**config.mk**
```make
export PLATFORM = sky130hd
export DESIGN_NAME = reg_dump_unit
export DESIGN_NICKNAME = d
export VERILOG_FILES = /design/src/rtl/reg_dump_unit.sv
export SDC_FILE = /design/constraint.sdc
export NUM_CORES = 1
export LEC_CHECK = 0
export CAP_MARGIN = 20
export CELL_PAD_IN_SITES_DETAIL_PLACEMENT = 0
export CELL_PAD_IN_SITES_GLOBAL_PLACEMENT = 1
export CORE_UTILIZATION = 48
export CTS_CLUSTER_SIZE = 8
export DETAILED_ROUTE_END_ITERATION = 12
export DONT_BUFFER_PORTS = 1
export PLACE_DENSITY = 0.86
export SETUP_SLACK_MARGIN = 0.15
export SLEW_MARGIN = 20
export SYNTH_ARGS = -nofsm -noshare
export SYNTH_HDL_FRONTEND = slang
export SYNTH_SLANG_ARGS = --single-unit
```
**constraint.sdc**
```tcl
create_clock -name clk -period 2.6 [get_ports clk]
set_input_delay 0.78 -clock clk [delete_from_list [all_inputs] [get_ports clk]]
set_output_delay 0.78 -clock clk [all_outputs]
set_load 0.02 [all_outputs]
```
**src/rtl/reg_dump_unit.sv**
```systemverilog
// Register-file debug dump: walks debug_reg_ra over [first_idx..last_idx] (wrapping) and streams samples out.
// Optional trailing XOR checksum beat when REG_DUMP_CHECKSUM_EN is defined.
module reg_dump_unit #(
  parameter int NREG   = 32,
  parameter int DATA_W = 32
) (
  input  logic              clk,
  input  logic              rst,
  input  logic              start,
  input  logic [4:0]        first_idx,
  input  logic [4:0]        last_idx,
  output logic [4:0]        debug_reg_ra,
  input  logic [DATA_W-1:0] debug_reg_rd,
  output logic              out_valid,
  input  logic              out_ready,
  output logic [DATA_W-1:0] out_data,
  output logic [4:0]        out_idx,
  output logic              out_last,
  output logic              busy,
  output logic              done
);

  localparam logic [4:0] IDX_MAX = 5'(NREG - 1);

  typedef enum logic [1:0] {
    S_IDLE,
    S_READ,
    S_SEND
`ifdef REG_DUMP_CHECKSUM_EN
    , S_CSUM
`endif
  } state_e;

  state_e            state_q, state_d;
  logic [4:0]        cur_idx_q, cur_idx_d;
  logic [4:0]        last_q, last_d;
  logic [DATA_W-1:0] out_data_q, out_data_d;
  logic [4:0]        out_idx_q, out_idx_d;
  logic              out_valid_q, out_valid_d;
  logic              out_last_q, out_last_d;
  logic              done_q, done_d;
  logic [4:0]        nxt_idx;
`ifdef REG_DUMP_CHECKSUM_EN
  logic [DATA_W-1:0] csum_q, csum_d;
  logic              reg_fin_q, reg_fin_d;  // current beat is the final register word
`endif

  assign nxt_idx = (cur_idx_q == IDX_MAX) ? 5'd0 : cur_idx_q + 5'd1;

  always_comb begin
    state_d     = state_q;
    cur_idx_d   = cur_idx_q;
    last_d      = last_q;
    out_data_d  = out_data_q;
    out_idx_d   = out_idx_q;
    out_valid_d = out_valid_q;
    out_last_d  = out_last_q;
    done_d      = 1'b0;
`ifdef REG_DUMP_CHECKSUM_EN
    csum_d      = csum_q;
    reg_fin_d   = reg_fin_q;
`endif
    case (state_q)
      S_IDLE: begin
        if (start) begin
          last_d    = last_idx;
          cur_idx_d = first_idx;
          state_d   = S_READ;
`ifdef REG_DUMP_CHECKSUM_EN
          csum_d    = '0;
`endif
        end
      end
      S_READ: begin
        // debug_reg_ra has been driven from cur_idx_q for this whole cycle
        out_data_d  = debug_reg_rd;
        out_idx_d   = cur_idx_q;
        out_valid_d = 1'b1;
`ifdef REG_DUMP_CHECKSUM_EN
        out_last_d  = 1'b0;
        reg_fin_d   = (cur_idx_q == last_q);
`else
        out_last_d  = (cur_idx_q == last_q);
`endif
        state_d     = S_SEND;
      end
      S_SEND: begin
        if (out_valid_q && out_ready) begin
          out_valid_d = 1'b0;
          if (out_last_q) begin
            out_last_d = 1'b0;
            done_d     = 1'b1;
            state_d    = S_IDLE;
          end else begin
`ifdef REG_DUMP_CHECKSUM_EN
            csum_d = csum_q ^ out_data_q;
            if (reg_fin_q) begin
              state_d = S_CSUM;
            end else begin
              cur_idx_d = nxt_idx;
              state_d   = S_READ;
            end
`else
            cur_idx_d = nxt_idx;
            state_d   = S_READ;
`endif
          end
        end
      end
`ifdef REG_DUMP_CHECKSUM_EN
      S_CSUM: begin
        out_data_d  = csum_q;
        out_idx_d   = 5'd0;
        out_last_d  = 1'b1;
        out_valid_d = 1'b1;
        reg_fin_d   = 1'b0;
        state_d     = S_SEND;
      end
`endif
      default: state_d = S_IDLE;
    endcase
  end

  always_ff @(posedge clk or posedge rst) begin
    if (rst) begin
      state_q     <= S_IDLE;
      cur_idx_q   <= '0;
      last_q      <= '0;
      out_data_q  <= '0;
      out_idx_q   <= '0;
      out_valid_q <= 1'b0;
      out_last_q  <= 1'b0;
      done_q      <= 1'b0;
`ifdef REG_DUMP_CHECKSUM_EN
      csum_q      <= '0;
      reg_fin_q   <= 1'b0;
`endif
    end else begin
      state_q     <= state_d;
      cur_idx_q   <= cur_idx_d;
      last_q      <= last_d;
      out_data_q  <= out_data_d;
      out_idx_q   <= out_idx_d;
      out_valid_q <= out_valid_d;
      out_last_q  <= out_last_d;
      done_q      <= done_d;
`ifdef REG_DUMP_CHECKSUM_EN
      csum_q      <= csum_d;
      reg_fin_q   <= reg_fin_d;
`endif
    end
  end

  assign debug_reg_ra = cur_idx_q;
  assign out_valid    = out_valid_q;
  assign out_data     = out_data_q;
  assign out_idx      = out_idx_q;
  assign out_last     = out_last_q;
  assign busy         = (state_q != S_IDLE);
  assign done         = done_q;

endmodule

```
==> Word level (Yosys, flattened, before mapping) <==
Index checks and enable logic that the tools add are counted.
{ "totals": {"regBits": 52, "wordCells": 40} }
{ "op_classes": {"n_addsub": 1, "eq_ne": 7, "muxes": 15, "reduce_logical": 9} }
{ "op_table": {"columns": ["cell", "count"], "rows": [
  ["$mux W5", 4],
  ["$pmux W5 S2", 1],
  ["$ne A2 B2 Y1 const B", 3],
  ["$pmux W2 S3", 1],
  ["$reduce_and A2 Y1", 3],
  ["$reduce_bool A2 Y1", 3],
  ["$add A5 B1 Y5 const B", 1],
  ["$eq A5 B5 Y1", 1],
  ["$eq A5 B5 Y1 const B", 1],
  ["$mux W1", 5],
  ["$mux W2", 2],
  ["$pmux W1 S2", 2],
  ["$reduce_and A4 Y1", 1],
  ["$eq A2 B1 Y1 const B", 1],
  ["$eq A2 B2 Y1 const B", 1],
  ["$logic_not A2 Y1", 1],
  ["$logic_and A1 B1 Y1", 1]
]} }

==> Logic depth before layout (Yosys ltp) <==
Gate-level depths: netlist (run 1).
{ "depth": {"ltp_word": 5, "mapped_depth": 6} }

==> Least setup slack after synthesis (run 1) <==
No wires, ideal clock.
{ "synth_timing": {"kind": "reg-to-reg", "startpoint": "register cur_idx_q[0] (netlist: debug_reg_ra[0])", "endpoint": "register cur_idx_q[3] (netlist: debug_reg_ra[3])", "arrival_time_ps": 1822, "slack_ps": 696, "path_stages_with_launch": 7, "n_path_buf": 0, "synth_period_minus_slack_ps": 1904, "cell_sequence": "dfrtp_1 ha_1 and3_1 ha_1 or4b_1 a2bb2oi_1 o22ai_1"} }
{ "synth_between": {"elab_chain_len": 5} }
{ "synth_rtl": {"columns": ["element", "line", "text"], "rows": [
  ["from (decl)", "35", "logic [4:0] cur_idx_q, cur_idx_d;"],
  ["from (signal assigned)", "140", "cur_idx_q <= cur_idx_d;"],
  ["$add A5 B1 Y5 or $eq A5 B5 Y1 (tied branches)", "48", "assign nxt_idx = (cur_idx_q == IDX_MAX) ? 5'd0 : cur_idx_q + 5'd1;"],
  ["$mux W5 *", "48", null],
  ["$mux W5 *", "90", "if (out_last_q) begin"],
  ["$mux W5 *", "88", "if (out_valid_q && out_ready) begin"],
  ["$pmux W5 S2 *", "63", "case (state_q)"]
]} }
Mark *: on every way between the ends. The rest lies on a longest branch, timed or not. The select of a mux whose other input is x is not followed.
A chain may end at the register's enable or synchronous reset.

==> Final worst setup path (run 1) <==
Ends and elaborated chain as after synthesis.

==> metrics.cfg, run 1 <==
[finish]
fin_cells=206
multi_input_area_um2=822
n_fill_cell=362
drive_gt1_share_pct=40.3
syn_to_final_growth_pct=8.35
final-seq-area_um2=1300
fin_nets=201
antennaDiodeCount=0

[yosys]
ys_types=30
synthArstFlopShare_pct=100
synth_top_family_by_area=multiplexers
netlist_area_um2=2190
netlist.top_cell.by_area=dfrtp_1
yosys.area.top_type_share_pct=59.5
avgSynthCellArea_um2=14.8
netlist_instances=148
synth-xor-area-share_pct=2.00
synth_nets=196
synthSimpleGateAreaFrac_pct=5.49
synth_edf_count=0
ys_seq_area_share_pct=59.5
synth_area_leaders=dfrtp_1 (59%), mux2_2 (20%), mux2_4 (2.7%)
ys_ff_latch=52
synth_ff_type=dfrtp_1
synth_compound_area_share_pct=3.32
synthMuxAreaShare_pct=25.3
ys_warn_count=0
synthAdderAreaFrac_pct=1.14

[sta]
clock_skew_ns=0.00679
tns_ns=0
tightestPinTransition_ns=0.580
fmax_mhz=475
layout_min_cycle_time_ns=2.11
hold_viol=0
slew_headroom_pct=61.3
maxSlewViolCount=0
timing.final.crit_share_pct=81.0
rsz0062_at_grt=false
setup_viol=0

[global_routing]
grt_remaining_overflow=0
gr-usage-all-layers_pct=17.3
grt_pass1_wl_um=6450
grt_pass1_vias=1288
antenna_found_initial=0
grt_max_degree=29

[detailed_routing]
finalWirelength_um=3910
drtPass1Iterations=4
ant_nets=0
drt_iter0_drc=36
vias=1181
wire_per_inst_um=19.0
via_per_inst=5.73
route.detailed.drc=0

[cts]
cts-buffers-inserted=5
path_clk_slew_ns=0.09
post_cts_buffers=0
post_cts_resized=0
root_buffer=clkbuf_8
hold_buffers=0
clk_latency_ns=0.30
htreeDepth=2
clock_sinks=52
clock_path_buffers=2
tritoncts=built

[placement]
dp_hpwl_um=3010
place_inst=198
io_buffers=0
place.gp.congestion=0.781

[job]
max_cap_violations=0

[power_and_ir_drop]
power_frac_seq_pct=55.0
p_int_w=0.00219
swShare_pct=39.9
power_density_nw_per_um2=1540
p_leak_nw=1.03
ir_drop_mv=0.742
p_clk_share_pct=16.1
p_comb_share_pct=28.9
netSwitchingPower_w=0.00146

[die]
rows=24
die_w_um=69.5
ioPinCount=92
start_util_pct=50.3
coreArea_um2=4350
die-height_um=69.5
die_area_um2=4830

[setup_path]
required_ns=2.81
crit_fanout=6
reg2reg_from=debug_reg_ra[0]
r2r_cells=6
critPathLaunchType=register
endpoint_kind=register
r2r_end=debug_reg_ra[3]
arrival_ns=2.32
crit_start=debug_reg_ra[0]
worstSetupEndpoint=debug_reg_ra[3]
ff2ff_setup_slack_ns=0.49
worst-setup-path-type=register to register

[status]
outcome=completed

[worst_hold_path]
hold_path_class=input pin to async pin

[power by group through the flow]
stage	sequential [W]	clock [W]	combinational, W
after floorplan	0.00191	0	0.000954
after global placement	0.00201	0	0.00101
after detailed placement	0.00204	0	0.00107
after CTS	0.00202	0.000605	0.00107
after global routing	0.00207	0.000631	0.00114
final	0.00201	0.000587	0.00105
[registers in the layout, indices dropped and copies added, names as in the netlist]
| signal | count |
|---|---|
| debug_reg_ra | 5 |
| out_idx | 5 |
| out_data | 32 |
| last_q | 5 |
| state_q | 2 |
| done | 1 |
| out_valid | 1 |
| out_last | 1 |
[layout by cell type, fill, tap and decap left out]
cell,synthesis,final
a21o_1,2,2
a21oi_1,1,1
a221oi_1,2,2
a22oi_1,1,1
a2bb2oi_1,1,1
and3_1,1,1
buf_4,4,4
bufinv_16,0,1
clkbuf_8,0,7
dfrtp_1,52,52
ha_1,2,2
inv_1,6,5
inv_2,1,2
mux2_1,3,3
mux2_2,39,39
mux2_4,4,4
mux2i_1,2,2
nand2_1,1,1
nand2b_1,1,1
nand2b_2,1,1
nand3_1,3,3
nand4b_1,2,2
nor2_1,2,2
nor2_4,1,1
nor2b_4,0,1
nor3b_1,2,2
o22ai_1,3,3
or2_2,2,2
or4b_1,1,1
xnor2_1,5,5
[layout make-up]
class	instances	share of cell area (%)
clock inverters	1	1.27
well taps	52	2.74
multi-input cells	83	34.7
clock buffers	7	4.06
flip-flops and latches	52	54.9
inverters	7	1.11
repair buffers	4	1.27
[critical path, stage by stage, from the launching register on]
cell       delay [ns]
dfrtp_1          0.52
ha_1             0.30
and3_1           0.19
ha_1             0.21
or4b_1           0.48
a2bb2oi_1        0.14
o22ai_1          0.18
[worst min path at each step]
| stage | end | slack, ns | depth (start not counted) |
|---|---|---|---|
| 3_3_place_gp | last_q[2] | 0.52 | 1 |
| 5_1_grt | out_data[8] | 0.45 | 1 |
| 4_1_cts | state_q[0] | 0.43 | 1 |
| 3_5_place_dp | last_q[2] | 0.53 | 1 |
| 6_report | state_q[0] | 0.42 | 1 |
| 2_1_floorplan | last_q[4] | 0.50 | 1 |
[synthesized netlist by cell type (all sizes together) (3+ instances only)]
| library cell | number |
|---|---|
| dfrtp | 52 |
| nand3 | 3 |
| nor2 | 3 |
| xnor2 | 5 |
| inv | 7 |
| buf | 6 |
| mux2 | 46 |
| o22ai | 3 |
[kinds of logic after synthesis]
group	after synthesis
muxes	48
and+or+nand+nor	18
xor gates and xnor gates	5
buffers and inverters	13
adders and majority gates	2
AOI/OAI and AO/OA	10
DFF	52
[metrics by stage]
| step | hold WS, ns | area [um2] | utilization, % | setup WS [ns] | power (W) |
|---|---|---|---|---|---|
| 6_report | 0.418 | 2370 | 54.5 | 0.493 | 0.00365 |
| 5_1_grt | 0.453 | 2370 | 54.5 | 0.407 | 0.00385 |
| 4_1_cts | 0.434 | 2370 | 54.5 | 0.493 | 0.00369 |
| 3_5_place_dp | 0.534 | 2240 | 51.6 | 0.521 | 0.00310 |
| 3_3_place_gp | 0.521 | 2240 | 51.6 | 0.632 | 0.00302 |
| 2_1_floorplan | 0.502 | 2190 | - | 0.562 | 0.00286 |
[metal layers]
metal / vias up / wire length (um) / GRT usage, %
met5: - / 0 / 0
met1: 584 / 1480 / 19.7
met2: 59 / 2000 / 29.1
li1: 529 / - / -
met4: 0 / 65 / 6.12
met3: 9 / 361 / 7.12
Power figures use the tool's default switching activity.
==> inputs of run 2 (changes only) <==
clock period = 2 ns   (was 2.6 ns; I/O delays follow)
==> run 2 against run 1 <==
Effect of this change:
- clock skew up 0.0019 ns
- final cell count increased by 1.9%
- core utilization increased by 1.1 points
- sequential power up 25%
- first-iteration DRC count grew 44%
- combinational power rose by 52%
- register-to-register slack got worse by 0.29 ns
- hold slack got worse by 0.21 ns
- flip-flop and latch count did not move
- maximum frequency grew 17%
- largest cell class unchanged
==> metrics.cfg, run 2 (same netlist as run 1, synthesis figures left out) <==
[finish]
drive_gt1_share_pct=46.8  ; +6.6 points
antennaDiodeCount=0  ; unchanged
fin_nets=205  ; +2.0%
n_fill_cell=351  ; -3.0%
largest_reg_flops=32  ; unchanged
final_cell_mix=dfrtp_1 (49), mux2_2 (39), buf_4 (7), clkbuf_8 (6)
final_common_cell=dfrtp_1
fin_cells=210  ; +1.9%
final-seq-area_um2=1310  ; +0.29%
multi_input_area_um2=852  ; +3.7%
syn_to_final_growth_pct=10.5

[setup_path]
endpoint_kind=register
crit_fanout=3  ; -3
worst-setup-path-type=register to register
required_ns=2.23  ; -0.58 ns
arrival_ns=2.03  ; -0.29 ns
critPathLaunchType=register

[power_and_ir_drop]
power_density_nw_per_um2=1940  ; +26%
finalPower_w=0.00470  ; +29%
p_leak_nw=1.03  ; +0.17%
ir_drop_mv=0.815  ; +9.8%

[global_routing]
gr-usage-all-layers_pct=17.3  ; +0.030 points
grt_remaining_overflow=0  ; unchanged
grt_pass1_vias=1332  ; +3.4%
grt_max_degree=28  ; -3.4%
antenna_found_initial=0  ; unchanged
grt_pass1_wl_um=6440  ; -0.22%

[job]
max_cap_violations=0  ; unchanged

[sta]
tightestPinTransition_ns=0.563  ; -0.0174 ns
tns_ns=0  ; unchanged
holdWs_ns=0.208  ; -0.210 ns
rsz0062_at_grt=false
clock_skew_ns=0.00873  ; +0.00194 ns
maxSlewViolCount=0  ; unchanged
hold_viol=0  ; unchanged
setup_viol=0  ; unchanged
slew_headroom_pct=62.4  ; +1.1 points
layout_min_cycle_time_ns=1.80  ; -0.308 ns
timing.final.crit_share_pct=89.9  ; +8.9 points
fmax_mhz=556  ; +17%

[die]
coreArea_um2=4350  ; unchanged
die_w_um=69.5  ; unchanged
die_area_um2=4830  ; unchanged
rows=24  ; unchanged
die-height_um=69.5  ; unchanged
ioPinCount=92  ; unchanged
start_util_pct=50.3  ; unchanged

[detailed_routing]
route.detailed.drc=0  ; unchanged
vias=1213  ; +2.7%
ant_nets=0  ; unchanged
via_per_inst=5.78  ; +0.75%
finalWirelength_um=3970  ; +1.5%
drtPass1Iterations=4  ; unchanged
drt_iter0_drc=52  ; +44%
wire_per_inst_um=18.9  ; -0.42%

[worst_hold_path]
hold_path_class=input pin to async pin

[cts]
tritoncts=built
clock_sinks=52  ; unchanged
cts-buffers-inserted=5  ; unchanged
path_clk_slew_ns=0.09  ; about the same
htreeDepth=2  ; unchanged
clock_path_buffers=2  ; unchanged
root_buffer=clkbuf_8
clk_latency_ns=0.30  ; about the same
hold_buffers=0  ; unchanged

[status]
outcome=completed

[placement]
io_buffers=0  ; unchanged
place.gp.congestion=0.687  ; -12%
place_inst=201  ; +1.5%
dp_hpwl_um=2960  ; -1.5%

==> run 2: worst paths after layout <==
| kind | slack, ns | end | from | cells after the start |
|---|---|---|---|---|
| min in group clk | 0.44 | out_data[8] | debug_reg_rd[8] | 1 |
| setup / recovery | 0.20 | debug_reg_ra[3] | debug_reg_ra[1] | 6 |
| setup reg to reg | 0.20 | debug_reg_ra[3] | debug_reg_ra[1] | 6 |
| hold reg to reg | 0.53 | last_q[2] | last_q[2] | 1 |
| hold / removal | 0.21 | out_data[29] | rst | 1 |
| max in group asynchronous | 1.28 | debug_reg_ra[0] | rst | 2 |
==> run 2: per-layer routing <==
| metal | wire length (um) | track usage [%] | up-vias | share of wire (%) |
|---|---|---|---|---|
| met2 | 2100 | 29.9 | 75 | 53 |
| met4 | 54 | 7.26 | 0 | 1.4 |
| li1 | - | - | 534 | - |
| met5 | 0 | 0 | - | 0 |
| met3 | 424 | 7.70 | 6 | 11 |
| met1 | 1380 | 18.2 | 598 | 35 |
==> run 2: per-stage QoR <==
stage | util [%] | instance area [um2] | setup WS, ns
floorplan | - | 2190 | 0.113
global placement | 52.5 | 2280 | 0.207
detailed placement | 52.5 | 2280 | 0.109
CTS | 55.5 | 2410 | 0.158
finish | 55.5 | 2420 | 0.201
global route | 55.5 | 2420 | 0.172
==> run 2: worst max-delay path: stages (launching register included) <==
cell       delay [ns]
dfrtp_1          0.42
ha_4             0.18
and3_4           0.17
ha_2             0.17
or4b_4           0.48
a2bb2oi_2        0.14
o22ai_1          0.16
==> run 2: area by class of cell <==
cell class	count	area share (%)
sequential	52	54.0
inverter	7	1.24
clock inverter	2	0.414
multi-input combinational	83	35.2
tap	52	2.69
clock buffer	6	3.42
timing repair buffer	8	3.00
==> run 2: timing repair <==
item,in CTS,in global routing
setup endpoints to repair,1,2
pin swaps,2,3
setup buffers,1,0
resized for setup,6,2
==> run 2: power breakdown <==
part / internal, W / switching, W
Combinational: 0.000919 / 0.000677
Sequential: 0.00159 / 0.000924
Clock: 0.000276 / 0.000315
Total: 0.00278 / 0.00192
==> inputs of run 3 (changes only) <==
CAP_MARGIN = default   (was 20)
==> results of run 3 <==
No change in the layout: final DEF, timing and power equal those of run 2.
